### config.mk
export PLATFORM = sky130hd
export DESIGN_NAME = bloom_ctrl
export DESIGN_NICKNAME = d
export VERILOG_FILES = /design/src/rtl/bloom_ctrl.sv
export SDC_FILE = /design/constraint.sdc
export NUM_CORES = 1
export LEC_CHECK = 0
export BUFFER_PORTS_ARGS = -buffer_cell sky130_fd_sc_hd__buf_4
export CAP_MARGIN = 10
export CORE_UTILIZATION = 54
export DETAILED_ROUTE_END_ITERATION = 7
export GPL_ROUTABILITY_DRIVEN = 0
export PLACE_DENSITY = 0.82
export RECOVER_POWER = 25
export SYNTH_ARGS = -nofsm -noshare
export SYNTH_HDL_FRONTEND = slang
export SYNTH_SLANG_ARGS = --single-unit
### constraint.sdc
create_clock -name clk -period 4.3 [get_ports clk]
set_input_delay 0 -clock clk [delete_from_list [all_inputs] [get_ports clk]]
set_output_delay 0 -clock clk [all_outputs]
set_load 0.03 [all_outputs]
### src/rtl/bloom_ctrl.sv
// bloom_ctrl: sequencing controller between the ibex EX-stage custom-instruction
// interface and the Bloom filter datapath. It issues insert/check strobes,
// waits out the hash latency, runs the clear sweep, and returns a result.
module bloom_ctrl #(
  parameter int unsigned HASH_LAT  = 2,
  parameter int unsigned CLR_WORDS = 16,
  parameter logic [4:0]  OP_INSERT = 5'b00001,
  parameter logic [4:0]  OP_RESET  = 5'b00011,
  parameter logic [4:0]  OP_CHECK  = 5'b00100,
  localparam int unsigned AW = $clog2(CLR_WORDS)
) (
  input  logic          clk,
  input  logic          rst,
  input  logic          custom_en,
  input  logic [4:0]    custom_op_ex,
  input  logic [31:0]   custom_in_RS1,
  output logic          custom_ready,
  output logic          custom_valid,
  output logic [31:0]   custom_result,
  output logic          custom_err,
  output logic [31:0]   bloom_data,
  output logic          bloom_insert,
  output logic          bloom_check,
  output logic          bloom_reset,
  output logic [AW-1:0] bloom_clr_addr,
  input  logic          bloom_match,
  output logic [15:0]   insert_count
);

  // Wait counter needs at least one bit even when HASH_LAT is 1.
  localparam int unsigned WW = (HASH_LAT > 1) ? $clog2(HASH_LAT) : 1;

  typedef enum logic [2:0] {
    IDLE,
    INS,
    CHK,
    WAIT,
    CLR,
    RESP
  } state_t;

  state_t        state_q, state_d;
  logic [31:0]   data_q;
  logic [31:0]   result_q;
  logic          err_q;
  logic [WW-1:0] wait_q;
  logic [AW-1:0] addr_q;
  logic [15:0]   insert_count_q;

  logic accept;
  assign accept = custom_en && (state_q == IDLE);

  // State register.
  always_ff @(posedge clk or posedge rst) begin
    if (rst) state_q <= IDLE;
    else     state_q <= state_d;
  end

  // Next-state decode; all outputs are functions of the current state.
  always_comb begin
    state_d = state_q;
    case (state_q)
      IDLE: begin
        if (custom_en) begin
          if (custom_op_ex == OP_INSERT)     state_d = INS;
          else if (custom_op_ex == OP_CHECK) state_d = CHK;
          else if (custom_op_ex == OP_RESET) state_d = CLR;
          else                               state_d = RESP;
        end
      end
      INS:  state_d = RESP;
      CHK:  state_d = WAIT;
      WAIT: if (wait_q == '0) state_d = RESP;
      CLR:  if (addr_q == AW'(CLR_WORDS - 1)) state_d = RESP;
      RESP: state_d = IDLE;
      default: state_d = IDLE;
    endcase
  end

  // Datapath: element latch, result capture, wait/sweep counters, insert count.
  always_ff @(posedge clk or posedge rst) begin
    if (rst) begin
      data_q         <= '0;
      result_q       <= '0;
      err_q          <= 1'b0;
      wait_q         <= '0;
      addr_q         <= '0;
      insert_count_q <= '0;
    end else begin
      if (accept) begin
        data_q <= custom_in_RS1;
        if (custom_op_ex == OP_INSERT || custom_op_ex == OP_CHECK ||
            custom_op_ex == OP_RESET) begin
          result_q <= '0;
          err_q    <= 1'b0;
        end else begin
          result_q <= '1;
          err_q    <= 1'b1;
        end
        if (custom_op_ex == OP_RESET) insert_count_q <= '0;
      end
      case (state_q)
        INS: if (insert_count_q != '1) insert_count_q <= insert_count_q + 16'd1;
        CHK: wait_q <= WW'(HASH_LAT - 1);
        WAIT: begin
          if (wait_q == '0) result_q <= {31'b0, bloom_match};
          else              wait_q   <= wait_q - 1'b1;
        end
        // Power-of-two depth: the address wraps to 0 after the last word.
        CLR: addr_q <= addr_q + 1'b1;
        default: ;
      endcase
    end
  end

  assign custom_ready   = (state_q == IDLE);
  assign custom_valid   = (state_q == RESP);
  assign custom_result  = result_q;
  assign custom_err     = err_q;
  assign bloom_data     = data_q;
  assign bloom_insert   = (state_q == INS);
  assign bloom_check    = (state_q == CHK);
  assign bloom_reset    = (state_q == CLR);
  assign bloom_clr_addr = addr_q;
  assign insert_count   = insert_count_q;

endmodule

==> flow_metrics.py, run 1 <==
metrics = {
    "pwr": {
        "vdd_ir_drop_max_mv": 0.522,
        "p_sw_share_pct": 49.2,
        "powerDensity_nw_per_um2": 820,
        "p_seq_share_pct": 36.3,
        "p_comb_share_pct": 51.3,
        "p_clk_share_pct": 12.4,
        "cellInternalPower_mw": 2.21,
        "p_switching_mw": 2.15,
        "leakagePower_nw": 2.69,
    },
    "setup_path": {
        "crit_start": "state_q[2]",
        "cp_data_arrival_time_ns": 3.11,
        "end_kind": "flip-flop",
        "crit_family": "simple AND/OR/NAND/NOR gates",
        "cp_slowest_cell": "nor4b_4",
        "criticalPathCategory": "flip-flop to flip-flop",
        "r2r-start": "state_q[2]",
        "path_cells": "nor4b_4 > nand2_1 > a21oi_1",
        "critPathLaunchType": "flip-flop",
        "max_stage_delay_ns": 0.94,
        "path_max_fanout": 32,
        "cp.required_ns": 4.57,
        "critPathBufInv": 0,
    },
    "die": {
        "die_width_um": 86.2,
        "row_count": 30,
        "io_pins": 131,
        "start_util_pct": 56.1,
        "die_area_sq_um": 7430,
        "core_sq_um": 6830,
        "die_h_um": 86.2,
    },
    "run_status": {
        "status": "finished, violations left",
        "violations": "capacitance limit, slew limit",
    },
    "drt": {
        "first_pass_iters": 5,
        "route.detailed.drc": 0,
        "drtAntennaViolNets": 0,
        "wl_per_cell_um": 17.0,
        "via_per_inst": 5.54,
        "first_iter_violations": 209,
        "num_vias": 3637,
        "finalWirelength_um": 11200,
    },
    "global_route": {
        "grt_pass1_vias": 3640,
        "antenna_found_initial": 0,
        "grt_max_degree": 65,
        "grt_overflow": 0,
        "grt_pass1_wl_um": 17700,
        "grtUsageTotal_pct": 31.4,
    },
    "sta": {
        "finalMaxSlewViolations": 45,
        "achievable-frequency_ghz": 0.352,
        "min_period_over_period_pct": 66.0,
        "final-setup-viol-count": 0,
        "period_minus_slack_ns": 2.84,
        "skew_ns": 0.0138,
        "tightest_slew_ns": 1.91,
        "grt_setup_unrepaired": "false",
        "tns_ns": 0,
        "relSlewSlack_pct": -27.9,
        "hold_viol": 0,
    },
    "yosys": {
        "synth_enable_flop_cells": 0,
        "synth_top_cell_area_share_pct": 58.2,
        "yosysSeqAreaShare_pct": 58.2,
        "yosys_warnings": 0,
        "yosysUniqueCellTypes": 49,
        "yosysMostFrequentCell": "nand2_1",
        "synth.area.top_cells": "dfrtp_1 (58%), nand2_1 (14%), a21oi_1 (4.2%), mux2i_1 (2.6%), clkbuf_1 (1.5%)",
        "synth_ff_type": "dfrtp_1",
        "ys_async_sr_fraction_pct": 100,
        "synth_seq_cells": 89,
        "syn_area_sq_um": 3830,
        "synth_area_leader_cell": "dfrtp_1",
        "avgSynthCellArea_sq_um": 9.70,
        "yosys-top-cells-count": "nand2_1 (147), dfrtp_1 (89), a21oi_1 (32)",
        "syn-num-nets": 438,
        "postSynthCellCount": 395,
    },
    "flow_run": {
        "maxCapViolCount": 1,
    },
    "clocking": {
        "cts.sinks": 89,
        "cts_tree": "built",
        "post_cts_buffers": 0,
        "root_buffer": "clkbuf_8",
        "clkTransAtPathRegs_ns": 0.09,
        "cts_buffer_depth": 2,
        "insertion_delay_ns": 0.37,
        "cts_buffers": 9,
        "cts_max_level": 3,
    },
    "hold_path": {
        "hp-start": "custom_op_ex[3]",
        "hold_path.class": "primary input to flip-flop",
    },
    "final_layout": {
        "drive_gt1_share_pct": 24.4,
        "syn2layout_area_growth_pct": 38.7,
        "diodes": 0,
        "num-nets-final": 599,
        "fin_util_pct": 77.8,
    },
    "placement": {
        "port_buffers": 130,
        "hpwl_um": 6320,
    },
}
through the flow:
| step | setup slack [ns] | hold slack [ns] | cells | cell area [sq um] | total power, mW |
|---|---|---|---|---|---|
| 6_report | 1.46 | 0.0629 | 657 | 5310 | 4.36 |
| 3_5_place_dp | 1.54 | 0.145 | 604 | 4850 | 3.83 |
| 5_1_grt | 1.22 | 0.0982 | 657 | 5310 | 4.59 |
| 3_3_place_gp | 1.66 | 0.145 | 604 | 4850 | 3.76 |
| 2_1_floorplan | 1.99 | 0.105 | 395 | 3830 | 2.97 |
| 4_1_cts | 1.52 | 0.0438 | 657 | 5400 | 4.38 |
repair_timing:
action	in CTS	in global routing
endpoints found under the hold margin	77	0
gates resized for setup	0	0
hold buffers	37	0
worst register-to-register path: stages, from the launching register on:
cell     delay [ns]
dfrtp_1        0.50
nor4b_4        0.94
nand2_1        0.92
a21oi_1        0.39
per-layer routing:
layer	part of all wire [%]	global-route usage [%]
met4	4.3	19.5
met1	39	38.2
met3	7.0	6.86
met5	0	0
met2	50	51.4
flip-flops by register name (all words and copies together), names as in the netlist:
signal          count
custom_err          1
wait_q              1
bloom_clr_addr      4
bloom_data         32
state_q             3
insert_count       16
custom_result      32
power groups by stage:
stage / Combinational (mW) / Sequential, mW / Clock, mW
final: 2.24 / 1.58 / 0.539
after global routing: 2.37 / 1.63 / 0.584
after CTS: 2.29 / 1.56 / 0.535
after detailed placement: 2.26 / 1.56 / 0
after global placement: 2.21 / 1.55 / 0
after floorplan: 0.714 / 2.26 / 0
cells in the final DEF, fill, tap and decap left out, drive strengths merged, types with 4 or more instances in the layout:
master       Yosys  routed
mux2i           10      10
nor3             6       6
inv              4       4
clkinv           1       6
nand3           12      12
nand2b           4       4
buf              5     108
nand4            6       6
nand2          147     147
dfrtp           89      89
and4             5       5
clkbuf          15      35
o211ai           5       5
nor2             7       7
a21oi           32      32
dlygate4sd3      0      37
o21ai           10      10
cells by family after synthesis:
group / synth area share, %
buffers and inverters: 3.50
AO/OA/AOI/OAI: 9.02
AND/OR/NAND/NOR: 25.1
flip-flops: 58.2
XOR/XNOR: 0.686
adder cells (fa/ha/maj): 0.653
multiplexers: 2.91
layout make-up:
type,instances,area [sq um]
Fill cell,437,1520
Clock buffer,10,138
Multi-Input combinational cell,281,1480
Tap cell,96,120
Clock inverter,6,41.3
Timing Repair Buffer,170,1280
Sequential cell,89,2230
Inverter,5,32.5
worst paths after layout:
kind | cells past startpoint | end | slack [ns]
max in group asynchronous | 4 | bloom_data[4] | 2.31
min reg2reg | 2 | bloom_data[19] | 0.48
max | 3 | custom_result[3] | 1.46
max reg2reg | 3 | custom_result[3] | 1.46
min | 5 | state_q[0] | 0.06
min in group asynchronous | 3 | custom_result[15] | 0.67
Power figures use the tool's default switching activity.
==> inputs of run 2 (changes only) <==
--- a/config.mk
+++ b/config.mk
@@ -7,10 +7,10 @@
 export LEC_CHECK = 0
 export BUFFER_PORTS_ARGS = -buffer_cell sky130_fd_sc_hd__buf_4
 export CAP_MARGIN = 10
-export CORE_UTILIZATION = 54
+export CORE_UTILIZATION = 45
 export DETAILED_ROUTE_END_ITERATION = 7
 export GPL_ROUTABILITY_DRIVEN = 0
-export PLACE_DENSITY = 0.82
+export PLACE_DENSITY = 0.73
 export RECOVER_POWER = 25
 export SYNTH_ARGS = -nofsm -noshare
 export SYNTH_HDL_FRONTEND = slang
==> constraint.sdc (replaced) <==
create_clock -name clk -period 2.5 [get_ports clk]
set_input_delay 0 -clock clk [delete_from_list [all_inputs] [get_ports clk]]
set_output_delay 0 -clock clk [all_outputs]
set_load 0.03 [all_outputs]
==> run 2 against run 1 <==
  * The run still ends with capacitance limit, slew limit left
  * Routed wire length is 10% lower
  * Core utilization is 12 points lower
  * Global-route usage is 8.0 points lower
  * Clock power is 110% higher
  * Maximum frequency is 26% higher
  * Via count is 4.0% lower
  * First-iteration DRC count is 17% higher
  * Worst setup slack worse by 1.2 ns
  * Critical path depth is 2 higher
  * Die area is 20% higher
  * Largest cell class unchanged
==> flow_metrics.py, run 2 (synthesis results as in run 1) <==
metrics = {
    "final_layout": {
        "syn2layout_area_growth_pct": 40.4,
        "drive_gt1_share_pct": 23.1,
        "final_area_sq_um": 5380,
        "final_cells": 668,
        "mostFrequentLayoutCell": "nand2_1",
        "num-nets-final": 601,
        "final_cell_mix": "nand2_1 (146), buf_4 (99), dfrtp_1 (89)",
        "diodes": 0,
    },
    "sta": {
        "grt_setup_unrepaired": "false",
        "achievable-frequency_ghz": 0.443,
        "skew_ns": 0.00810,
        "period_minus_slack_ns": 2.26,
        "tns_ns": 0,
        "relSlewSlack_pct": -8.09,
        "hold_viol": 0,
        "finalMaxSlewViolations": 35,
        "final-setup-viol-count": 0,
        "tightest_slew_ns": 1.61,
        "min_period_over_period_pct": 90.2,
        "worst_slack_ns": 0.244,
    },
    "setup_path": {
        "r2r-start": "state_q[2]",
        "path_max_fanout": 10,
        "max_stage_delay_ns": 0.61,
        "cp.required_ns": 2.78,
        "path_cells": "nor4_1 > dlygate4sd3_1 > nand3_1 > dlygate4sd3_1 > o22ai_1",
        "cp_slowest_cell": "dlygate4sd3_1",
        "critPathBufInv": 2,
        "critPathLaunchType": "flip-flop",
        "cp_data_arrival_time_ns": 2.53,
        "ff2ff_setup_slack_ns": 0.24,
        "crit_family": "buffers and inverters",
        "rr_endpoint": "state_q[1]",
        "ff2ff_path_depth": 5,
        "crit_path_frequent_cell": "dlygate4sd3_1",
        "end_kind": "flip-flop",
        "criticalPathCategory": "flip-flop to flip-flop",
    },
    "clocking": {
        "cts_tree": "built",
        "root_buffer": "clkbuf_8",
        "cts.sinks": 89,
        "insertion_delay_ns": 0.35,
        "clkTransAtPathRegs_ns": 0.09,
        "cts_max_level": 3,
        "ctsResizeCount": 0,
        "cts_buffer_depth": 2,
        "cts_buffers": 9,
    },
    "placement": {
        "hpwl_um": 6340,
        "dp.cells": 615,
        "port_buffers": 130,
        "place_ws_ns": 0.597,
        "place_area_sq_um": 4910,
    },
    "drt": {
        "via_per_inst": 5.23,
        "wl_per_cell_um": 15.0,
        "finalWirelength_um": 10000,
        "drtAntennaViolNets": 0,
        "first_pass_iters": 5,
        "first_iter_violations": 244,
        "num_vias": 3492,
        "route.detailed.drc": 0,
    },
    "hold_path": {
        "hold_path.class": "primary input to flip-flop",
        "whs_endpoint": "state_q[0]",
        "min_delay_path_depth": 5,
        "hp-start": "custom_op_ex[4]",
    },
    "pwr": {
        "leakagePower_nw": 2.68,
        "vdd_ir_drop_max_mv": 0.817,
        "powerDensity_nw_per_um2": 1400,
    },
    "die": {
        "io_pins": 131,
        "row_count": 33,
        "die_h_um": 94.3,
        "die_width_um": 94.3,
        "core_sq_um": 8220,
        "die_area_sq_um": 8880,
        "start_util_pct": 46.6,
    },
    "global_route": {
        "grt_overflow": 0,
        "grt_max_degree": 56,
        "grt_pass1_vias": 3374,
        "grt_pass1_wl_um": 16100,
        "grtUsageTotal_pct": 23.5,
        "antenna_found_initial": 0,
    },
    "flow_run": {
        "maxCapViolCount": 1,
    },
    "run_status": {
        "status": "finished, violations left",
        "violations": "capacitance limit, slew limit",
    },
}
## run 2: worst max-delay path by stage
stage,start,end,slack [ns],cells past startpoint
final,state_q[2],state_q[1],0.24,5
after global routing,state_q[2],state_q[1],0.18,5
after CTS,state_q[2],state_q[1],0.34,5
after detailed placement,state_q[0],insert_count[10],0.60,5
after global placement,state_q[0],insert_count[6],0.67,5
after floorplan,rst,bloom_clr_addr[0],0.19,1
## run 2: through the flow
stage | hold slack (ns) | utilization, % | power (mW)
6_report | 0.0855 | 65.4 | 7.52
5_1_grt | 0.125 | 65.4 | 7.97
4_1_cts | 0.0905 | 67.0 | 7.76
3_5_place_dp | 0.115 | 59.7 | 6.60
3_3_place_gp | 0.107 | 59.7 | 6.50
2_1_floorplan | 0.105 | - | 5.11
## run 2: metal layers
| layer | share of wire, % | track usage (%) |
|---|---|---|
| met3 | 7.1 | 6.47 |
| met1 | 42 | 29.8 |
| met2 | 49 | 38.1 |
| met5 | 0 | 0 |
| met4 | 2.4 | 8.72 |
## run 2: where the power goes
| part | total (mW) | switching (mW) | leakage, nW | internal, mW |
|---|---|---|---|---|
| Sequential | 2.67 | 0.552 | 1.06 | 2.12 |
| Combinational | 3.74 | 2.49 | 1.52 | 1.25 |
| Clock | 1.11 | 0.537 | 0.106 | 0.572 |
## run 2: final cells by class
type / instances / area [sq um]
Tap cell: 105 / 131
Timing Repair Buffer: 172 / 1280
Sequential cell: 89 / 2230
Fill cell: 650 / 2840
Clock buffer: 9 / 124
Multi-Input combinational cell: 281 / 1480
Clock inverter: 7 / 101
Inverter: 5 / 32.5
## run 2: timing repair
| item | 4_1_cts | 5_1_grt |
|---|---|---|
| hold buffers | 37 | 0 |
| endpoints found under the hold margin | 68 | 0 |
| setup buffers | 0 | 0 |
## run 2: worst min-delay path: stages
cell and delay [ns]:
buf_4 0.09, nor2_1 0.07, nand2_1 0.07, nor3_1 0.04
o22ai_1 0.11
